===== src/rtl/aes_cbc_unchain_if.sv =====
// Bundles the ciphertext issue, IV load, raw core output and CBC plaintext signals of aes_cbc_unchain.
// Latency: none, this is wiring only.
// Backpressure: none. Producers never stall, so there are no ready signals.
interface aes_cbc_unchain_if #(
    parameter int CNT_W = 16
);
    logic             iv_load;
    logic [127:0]     iv_data;
    logic             ct_valid;
    logic [127:0]     ct_data;
    logic             ct_last;
    logic [127:0]     pt_raw;
    logic             pt_valid;
    logic [127:0]     pt_data;
    logic             pt_last;
    logic [CNT_W-1:0] pt_idx;
    logic             seq_err;
    logic             busy;
`ifdef AES_CBC_PAD_CHECK_EN
    logic [4:0]       pad_len;
    logic             pad_err;

    // Driver side: the IV/ciphertext source plus the decryption core.
    modport master (
        output iv_load, iv_data, ct_valid, ct_data, ct_last, pt_raw,
        input  pt_valid, pt_data, pt_last, pt_idx, seq_err, busy, pad_len, pad_err
    );
    // Unchain block side.
    modport slave (
        input  iv_load, iv_data, ct_valid, ct_data, ct_last, pt_raw,
        output pt_valid, pt_data, pt_last, pt_idx, seq_err, busy, pad_len, pad_err
    );
`else
    // Driver side: the IV/ciphertext source plus the decryption core.
    modport master (
        output iv_load, iv_data, ct_valid, ct_data, ct_last, pt_raw,
        input  pt_valid, pt_data, pt_last, pt_idx, seq_err, busy
    );
    // Unchain block side.
    modport slave (
        input  iv_load, iv_data, ct_valid, ct_data, ct_last, pt_raw,
        output pt_valid, pt_data, pt_last, pt_idx, seq_err, busy
    );
`endif
endinterface


===== src/rtl/aes_cbc_unchain.sv =====
// Turns raw AES-128 ECB decrypt output into CBC plaintext by XORing each block with the previous ciphertext or the IV.
// Latency: PIPE_LAT+1 cycles from ct_valid to pt_valid. The mask rides a PIPE_LAT-deep delay line beside the core.
// Backpressure: none. The core cannot stall. Optional padding check under `AES_CBC_PAD_CHECK_EN.
module aes_cbc_unchain #(
    parameter int PIPE_LAT = 11,
    parameter int CNT_W    = 16
) (
    input  logic             clk,
    input  logic             rst,
    aes_cbc_unchain_if.slave bus
);
    typedef enum logic [1:0] {IDLE, ARMED, STREAM} state_t;

    typedef struct packed {
        logic             vld;
        logic             tag;
        logic [127:0]     mask;
        logic             last;
        logic [CNT_W-1:0] idx;
    } ent_t;

    state_t           state;
    logic [127:0]     chain_reg;
    logic [CNT_W-1:0] issue_cnt;
    logic             seq_err_q;
    ent_t             dl [PIPE_LAT];
    ent_t             push;
    ent_t             tail;
    logic [127:0]     pt_next;
    logic             fire;
    logic             busy_c;

    logic             pt_valid_q;
    logic [127:0]     pt_data_q;
    logic             pt_last_q;
    logic [CNT_W-1:0] pt_idx_q;

    assign tail    = dl[PIPE_LAT-1];
    assign pt_next = bus.pt_raw ^ tail.mask;
    assign fire    = tail.vld && tail.tag;

    // Build the delay-line entry for this cycle.
    // A same-cycle IV load makes the block a first block.
    // A block arriving with no IV held is tagged dead.
    always_comb begin
        push      = '0;
        push.vld  = bus.ct_valid;
        push.tag  = bus.ct_valid && (bus.iv_load || state != IDLE);
        push.mask = bus.iv_load ? bus.iv_data : chain_reg;
        push.last = bus.ct_last;
        push.idx  = bus.iv_load ? '0 : issue_cnt;
    end

    // Message FSM: tracks the chaining value, the block counter and sticky protocol errors.
    always_ff @(posedge clk) begin
        if (!rst) begin
            state     <= IDLE;
            chain_reg <= '0;
            issue_cnt <= '0;
            seq_err_q <= 1'b0;
        end else begin
            if ((bus.iv_load && state == STREAM) ||
                (bus.ct_valid && !bus.iv_load && state == IDLE))
                seq_err_q <= 1'b1;
            if (push.tag) begin
                chain_reg <= bus.ct_data;
                issue_cnt <= bus.ct_last ? '0 : push.idx + CNT_W'(1);
                state     <= bus.ct_last ? IDLE : STREAM;
            end else if (bus.iv_load) begin
                chain_reg <= bus.iv_data;
                issue_cnt <= '0;
                state     <= ARMED;
            end
        end
    end

    // Free-running delay line. It stays aligned with the core, which never stalls.
    always_ff @(posedge clk) begin
        if (!rst) begin
            for (int i = 0; i < PIPE_LAT; i++) dl[i] <= '0;
        end else begin
            dl[0] <= push;
            for (int i = 1; i < PIPE_LAT; i++) dl[i] <= dl[i-1];
        end
    end

    // Output register. Data, last and index hold their values between pulses.
    always_ff @(posedge clk) begin
        if (!rst) begin
            pt_valid_q <= 1'b0;
            pt_data_q  <= '0;
            pt_last_q  <= 1'b0;
            pt_idx_q   <= '0;
        end else begin
            pt_valid_q <= fire;
            if (fire) begin
                pt_data_q <= pt_next;
                pt_last_q <= tail.last;
                pt_idx_q  <= tail.idx;
            end
        end
    end

    // Any live entry in the delay line means a block is still in flight.
    always_comb begin
        busy_c = 1'b0;
        for (int i = 0; i < PIPE_LAT; i++) busy_c = busy_c | dl[i].vld;
    end

    assign bus.pt_valid = pt_valid_q;
    assign bus.pt_data  = pt_data_q;
    assign bus.pt_last  = pt_last_q;
    assign bus.pt_idx   = pt_idx_q;
    assign bus.seq_err  = seq_err_q;
    assign bus.busy     = busy_c;

`ifdef AES_CBC_PAD_CHECK_EN
    logic [7:0] pad_n;
    logic       pad_ok;
    logic [4:0] pad_len_q;
    logic       pad_err_q;

    // PKCS#7 check on the plaintext about to be registered.
    // The N low bytes must all equal N, with N in 1..16.
    always_comb begin
        pad_n  = pt_next[7:0];
        pad_ok = (pad_n >= 8'd1) && (pad_n <= 8'd16);
        for (int i = 0; i < 16; i++) begin
            if ((8'(i) < pad_n) && (pt_next[i*8 +: 8] != pad_n))
                pad_ok = 1'b0;
        end
    end

    // Padding result is registered alongside the final block and is zero otherwise.
    always_ff @(posedge clk) begin
        if (!rst) begin
            pad_len_q <= '0;
            pad_err_q <= 1'b0;
        end else begin
            pad_len_q <= (fire && tail.last && pad_ok) ? pad_n[4:0] : 5'd0;
            pad_err_q <= fire && tail.last && !pad_ok;
        end
    end

    assign bus.pad_len = pad_len_q;
    assign bus.pad_err = pad_err_q;
`endif
endmodule


===== src/flat_wrapper.sv =====
// flat-port wrapper written by rule: the top's interface ports become plain ports
module aes_cbc_unchain_flat 
#(
    parameter int PIPE_LAT = 11,
    parameter int CNT_W    = 16
)
  (clk, rst, bus_iv_load, bus_iv_data, bus_ct_valid, bus_ct_data, bus_ct_last, bus_pt_raw, bus_pt_valid, bus_pt_data, bus_pt_last, bus_pt_idx, bus_seq_err, bus_busy);
  aes_cbc_unchain_if #(.CNT_W(CNT_W)) bus_i ();
  input  logic clk;
  input  logic rst;
  input wire logic [$bits(bus_i.iv_load)-1:0] bus_iv_load;
  input wire logic [$bits(bus_i.iv_data)-1:0] bus_iv_data;
  input wire logic [$bits(bus_i.ct_valid)-1:0] bus_ct_valid;
  input wire logic [$bits(bus_i.ct_data)-1:0] bus_ct_data;
  input wire logic [$bits(bus_i.ct_last)-1:0] bus_ct_last;
  input wire logic [$bits(bus_i.pt_raw)-1:0] bus_pt_raw;
  output wire logic [$bits(bus_i.pt_valid)-1:0] bus_pt_valid;
  output wire logic [$bits(bus_i.pt_data)-1:0] bus_pt_data;
  output wire logic [$bits(bus_i.pt_last)-1:0] bus_pt_last;
  output wire logic [$bits(bus_i.pt_idx)-1:0] bus_pt_idx;
  output wire logic [$bits(bus_i.seq_err)-1:0] bus_seq_err;
  output wire logic [$bits(bus_i.busy)-1:0] bus_busy;
  assign bus_i.iv_load = bus_iv_load;
  assign bus_i.iv_data = bus_iv_data;
  assign bus_i.ct_valid = bus_ct_valid;
  assign bus_i.ct_data = bus_ct_data;
  assign bus_i.ct_last = bus_ct_last;
  assign bus_i.pt_raw = bus_pt_raw;
  assign bus_pt_valid = bus_i.pt_valid;
  assign bus_pt_data = bus_i.pt_data;
  assign bus_pt_last = bus_i.pt_last;
  assign bus_pt_idx = bus_i.pt_idx;
  assign bus_seq_err = bus_i.seq_err;
  assign bus_busy = bus_i.busy;
  aes_cbc_unchain #(.PIPE_LAT(PIPE_LAT), .CNT_W(CNT_W)) u_core (.clk(clk), .rst(rst), .bus(bus_i));
endmodule

===== config.mk =====
export PLATFORM = sky130hd
export DESIGN_NAME = aes_cbc_unchain_flat
export DESIGN_NICKNAME = d
export VERILOG_FILES = /design/src/rtl/aes_cbc_unchain_if.sv /design/src/rtl/aes_cbc_unchain.sv /design/src/flat_wrapper.sv
export SDC_FILE = /design/constraint.sdc
export NUM_CORES = 2
export LEC_CHECK = 0
export BUFFER_PORTS_ARGS = -buffer_cell sky130_fd_sc_hd__buf_2
export CAP_MARGIN = 10
export CORE_ASPECT_RATIO = 1.25
export CORE_MARGIN = 10
export CORE_UTILIZATION = 54
export DETAILED_ROUTE_END_ITERATION = 7
export HOLD_SLACK_MARGIN = 0.15
export PLACE_DENSITY_LB_ADDON = 0.3
export RECOVER_POWER = 50
export SLEW_MARGIN = 10
export SYNTH_ARGS = -nofsm -noshare
export SYNTH_HDL_FRONTEND = slang
export SYNTH_SLANG_ARGS = --single-unit

===== constraint.sdc =====
create_clock -name clk -period 6.91 [get_ports clk]
set_input_delay 0.3455 -clock clk [delete_from_list [all_inputs] [get_ports clk]]
set_output_delay 0.3455 -clock clk [all_outputs]
set_load 0.01 [all_outputs]

==> key figures <==
Placement
  • GPL Wtd Cong: around 0.78
  • Dpl cells: 6206
  • Hpwl dp: 61.4 mm
  • I/O Buffers: about 540

Synth
  • Yosys cell types: 52
  • Post-Synthesis Cells: between 4000 and 5000
  • Ys async rst share: 0%
  • Flops & latches, synth: 1910
  • Post-synth EDFFs: 0
  • Synthesized area: 55700 µm²
  • Syn. warnings: 0
  • Sequential share of the synthesized area: between 60 and 70%
  • Top FF cell, synth: dfxtp_1
  • Syn Nets: 4992
  • Avg Inst Size Synth: 12.1 µm²

Status
  • Status: finished with violations
  • Failing checks: max-capacitance violations, max-slew violations

STA
  • Fmax: around 220 MHz
  • Slew @ Worst Pin: 4170 ps
  • Final period utilization: 67.1%
  • Final Skew: 23.0 ps
  • Setup violators final: 0
  • Max-slew headroom: -178%
  • Hold Slack: roughly 260 ps
  • Max Slew Vio Count: 718
  • Fin Setup TNS: 0 ps
  • Unrepaired setup endpoints after global routing: false
  • Tmin final: between 4000 and 5000 ps
  • Fin. Hold Viols: 0

Drt
  • DR DRC count: 0
  • Detailed Route WL: 113 mm
  • Post-route ant nets: 0
  • Drt first-iter violations: 1849
  • Vias per inst: 4.55
  • Initial DRT Pass Iterations: 5
  • Routed via count: 32200
  • Routed wire per std cell: 16.0 µm

Global route
  • First-pass GRT wire length: 178 mm
  • Global-route total usage across every layer: 18.9%
  • GRT overflow: 0
  • Antenna violations before repair: 17
  • Number of global-route vias before repair: 32900
  • Largest net degree at the start of global routing: 332

Layout
  • Layout cells sized above 1: 11.8%
  • Layout Cells excl Fill: approximately 7100
  • Final net count: 5985
  • Max FFs per register: between 1500 and 2000
  • Area Overhead vs Synth: 26.1%

Clocking
  • Clk slew on worst S/H paths: around 60 ps
  • H-tree Lvls: 4
  • Clock Sinks: 1910
  • TritonCTS clock tree: yes
  • Clock root cell: clkbuf_16
  • Cts bufs inserted: 170
  • Clk buf depth: 3
  • Clk_lat worst skew: 770 ps
  • Post-CTS Resized: 0

Floorplanning
  • CORE AREA: 102000 µm²
  • Num rows: 131
  • Die Area: 116000 µm²
  • Top-Level Pins: approximately 540
  • Die H: 379 µm
  • Starting density of the core: 54.4%
  • Die W: 307 µm

Critical path
  • Slowest stage delay, CP: 2430 ps
  • Crit path arrival time: 5330 ps
  • Worst EP required: about 7600 ps
  • Crit Path Max Fanout: 248
  • Worst setup EP type: flop
  • CP most frequent cell: dlygate4sd3_1
  • Crit path kind: in2reg
  • Critical Path Slowest Stage Cell: clkbuf_2
  • Register-to-Register Path Depth: 5
  • Startpoint types: input pin
  • Cell-by-cell trace of the critical path: dlygate4sd3_1, buf_8, clkbuf_2, nor2b_1, o22a_1, dlygate4sd3_1

Power and ir drop
  • LEAKAGE: approximately 31 nW
  • Power Density: between 300 and 400 nW/µm²
  • Max VDD drop: 0.231 mV
  • Total power: 21.8 mW

Run
  • Max-cap violations: 4

Worst hold path
  • Worst hold path type: in2reg
  • WHS Path Cells: 3
==> cell usage in the layout, fill, tap and decap left out, types with 5 or more instances in the layout <==
cell type	Yosys	routed
clkinv_8	0	6
clkinv_2	0	17
and2_0	1	279
o22a_1	128	128
clkbuf_16	0	173
mux2i_1	128	128
a21boi_0	21	21
o211a_1	128	128
and3_1	5	5
diode_2	0	17
o21ai_0	8	8
buf_4	1	10
bufinv_16	0	15
clkbuf_1	250	187
dlygate4sd3_1	0	547
nand2_1	176	176
a21oi_1	7	7
nand3_1	5	5
xnor2_1	133	133
and2_1	1484	1204
nor4_1	6	6
nor2_1	10	10
buf_2	21	387
dfxtp_1	1910	1910
nor2b_1	133	133
clkbuf_8	1	41
==> metal layers <==
layer / up-vias / GRT usage (%) / share of wire [%]
met4: 4 / 9.09 / 3.9
met3: 312 / 4.45 / 5.2
met5: - / 0 / 0.023
li1: 16500 / - / -
met1: 14400 / 25.4 / 47
met2: 934 / 28.4 / 43
==> final timing paths <==
check                          from                    to  slack, ps
setup / recovery                rst  u_core.chain_reg[91]       2270
hold / removal          bus_iv_load     u_core.dl[0][138]        260
setup reg to reg    u_core.state[0]  u_core.chain_reg[91]       3540
hold reg to reg   u_core.dl[4][130]     u_core.dl[4][277]        410
==> critical path, delay by kind of cell <==
| kind | cells | cell delay (ps) |
|---|---|---|
| compound gates | 1 | 180 |
| buf+inv | 4 | 3990 |
| simple gates | 1 | 430 |
==> logic make-up (layout without fill, tap and decap cells) <==
group | count (synthesis) | count (layout) | share of synthesized area [%]
DFF | 1910 | 1910 | 68.7
AOI/OAI and AO/OA | 306 | 306 | 4.98
muxes | 128 | 128 | 2.30
xor gates and xnor gates | 133 | 133 | 2.09
other | 0 | 17 | 0
and+or+nand+nor | 1844 | 1844 | 19.9
buffers and inverters | 280 | 1402 | 1.99
adders and majority gates | 1 | 1 | 0.0225
==> stage by stage <==
step                      utilization [%]  instance area [µm²]  setup slack [ps]
after global routing                 68.6                70200              1950
after floorplan                         -                55700              4420
after global placement               57.8                59100              4040
final                                68.7                70200              2270
after detailed placement             57.8                59100              3950
after CTS                            68.8                70400              3690
==> synth_stat cells, types with 2 or more instances <==
| master | count | area (µm²) |
|---|---|---|
| o21ai_0 | 8 | 40.0 |
| or4_1 | 3 | 22.5 |
| buf_6 | 2 | 22.5 |
| clkbuf_1 | 250 | 938 |
| a21oi_1 | 7 | 35.0 |
| nor3_1 | 4 | 20.0 |
| xnor2_1 | 133 | 1160 |
| o211a_1 | 128 | 1280 |
| inv_1 | 2 | 7.51 |
| o22a_1 | 128 | 1120 |
| a31oi_1 | 2 | 12.5 |
| nand2_1 | 176 | 661 |
| or3_1 | 3 | 18.8 |
| nor4_1 | 6 | 37.5 |
| and4_1 | 2 | 17.5 |
| mux2i_1 | 128 | 1280 |
| nor2b_1 | 133 | 832 |
| dfxtp_1 | 1910 | 38200 |
| nor2_1 | 10 | 37.5 |
| and2_1 | 1484 | 9280 |
| buf_2 | 21 | 105 |
| a21boi_0 | 21 | 158 |
| and3_1 | 5 | 31.3 |
| nand3_1 | 5 | 25.0 |
| nand4_1 | 3 | 18.8 |
| buf_1 | 2 | 7.51 |
==> repair_timing <==
action                                  CTS  global route
endpoints found under the hold margin   483             0
buffers inserted                          0             0
hold buffers                            547             0
endpoints found under the setup margin    0             0
==> final cells by class <==
type                       instances  area, µm²
clock buffer                     251       5020
antenna                           17       42.5
clock inverter                    50        779
multi-input combinational       2412      16300
tap                             1330       1660
fill                            7248      32100
sequential                      1910      38200
timing repair buffer            1099       8130
inverter                           2       7.51
==> where the power goes <==
part / switching [mW] / total [mW] / internal (mW)
combinational: 0.430 / 0.973 / 0.542
clock: 3.95 / 9.57 / 5.62
sequential: 0.0670 / 11.3 / 11.2
No activity file was read; power rests on OpenSTA's default activity.
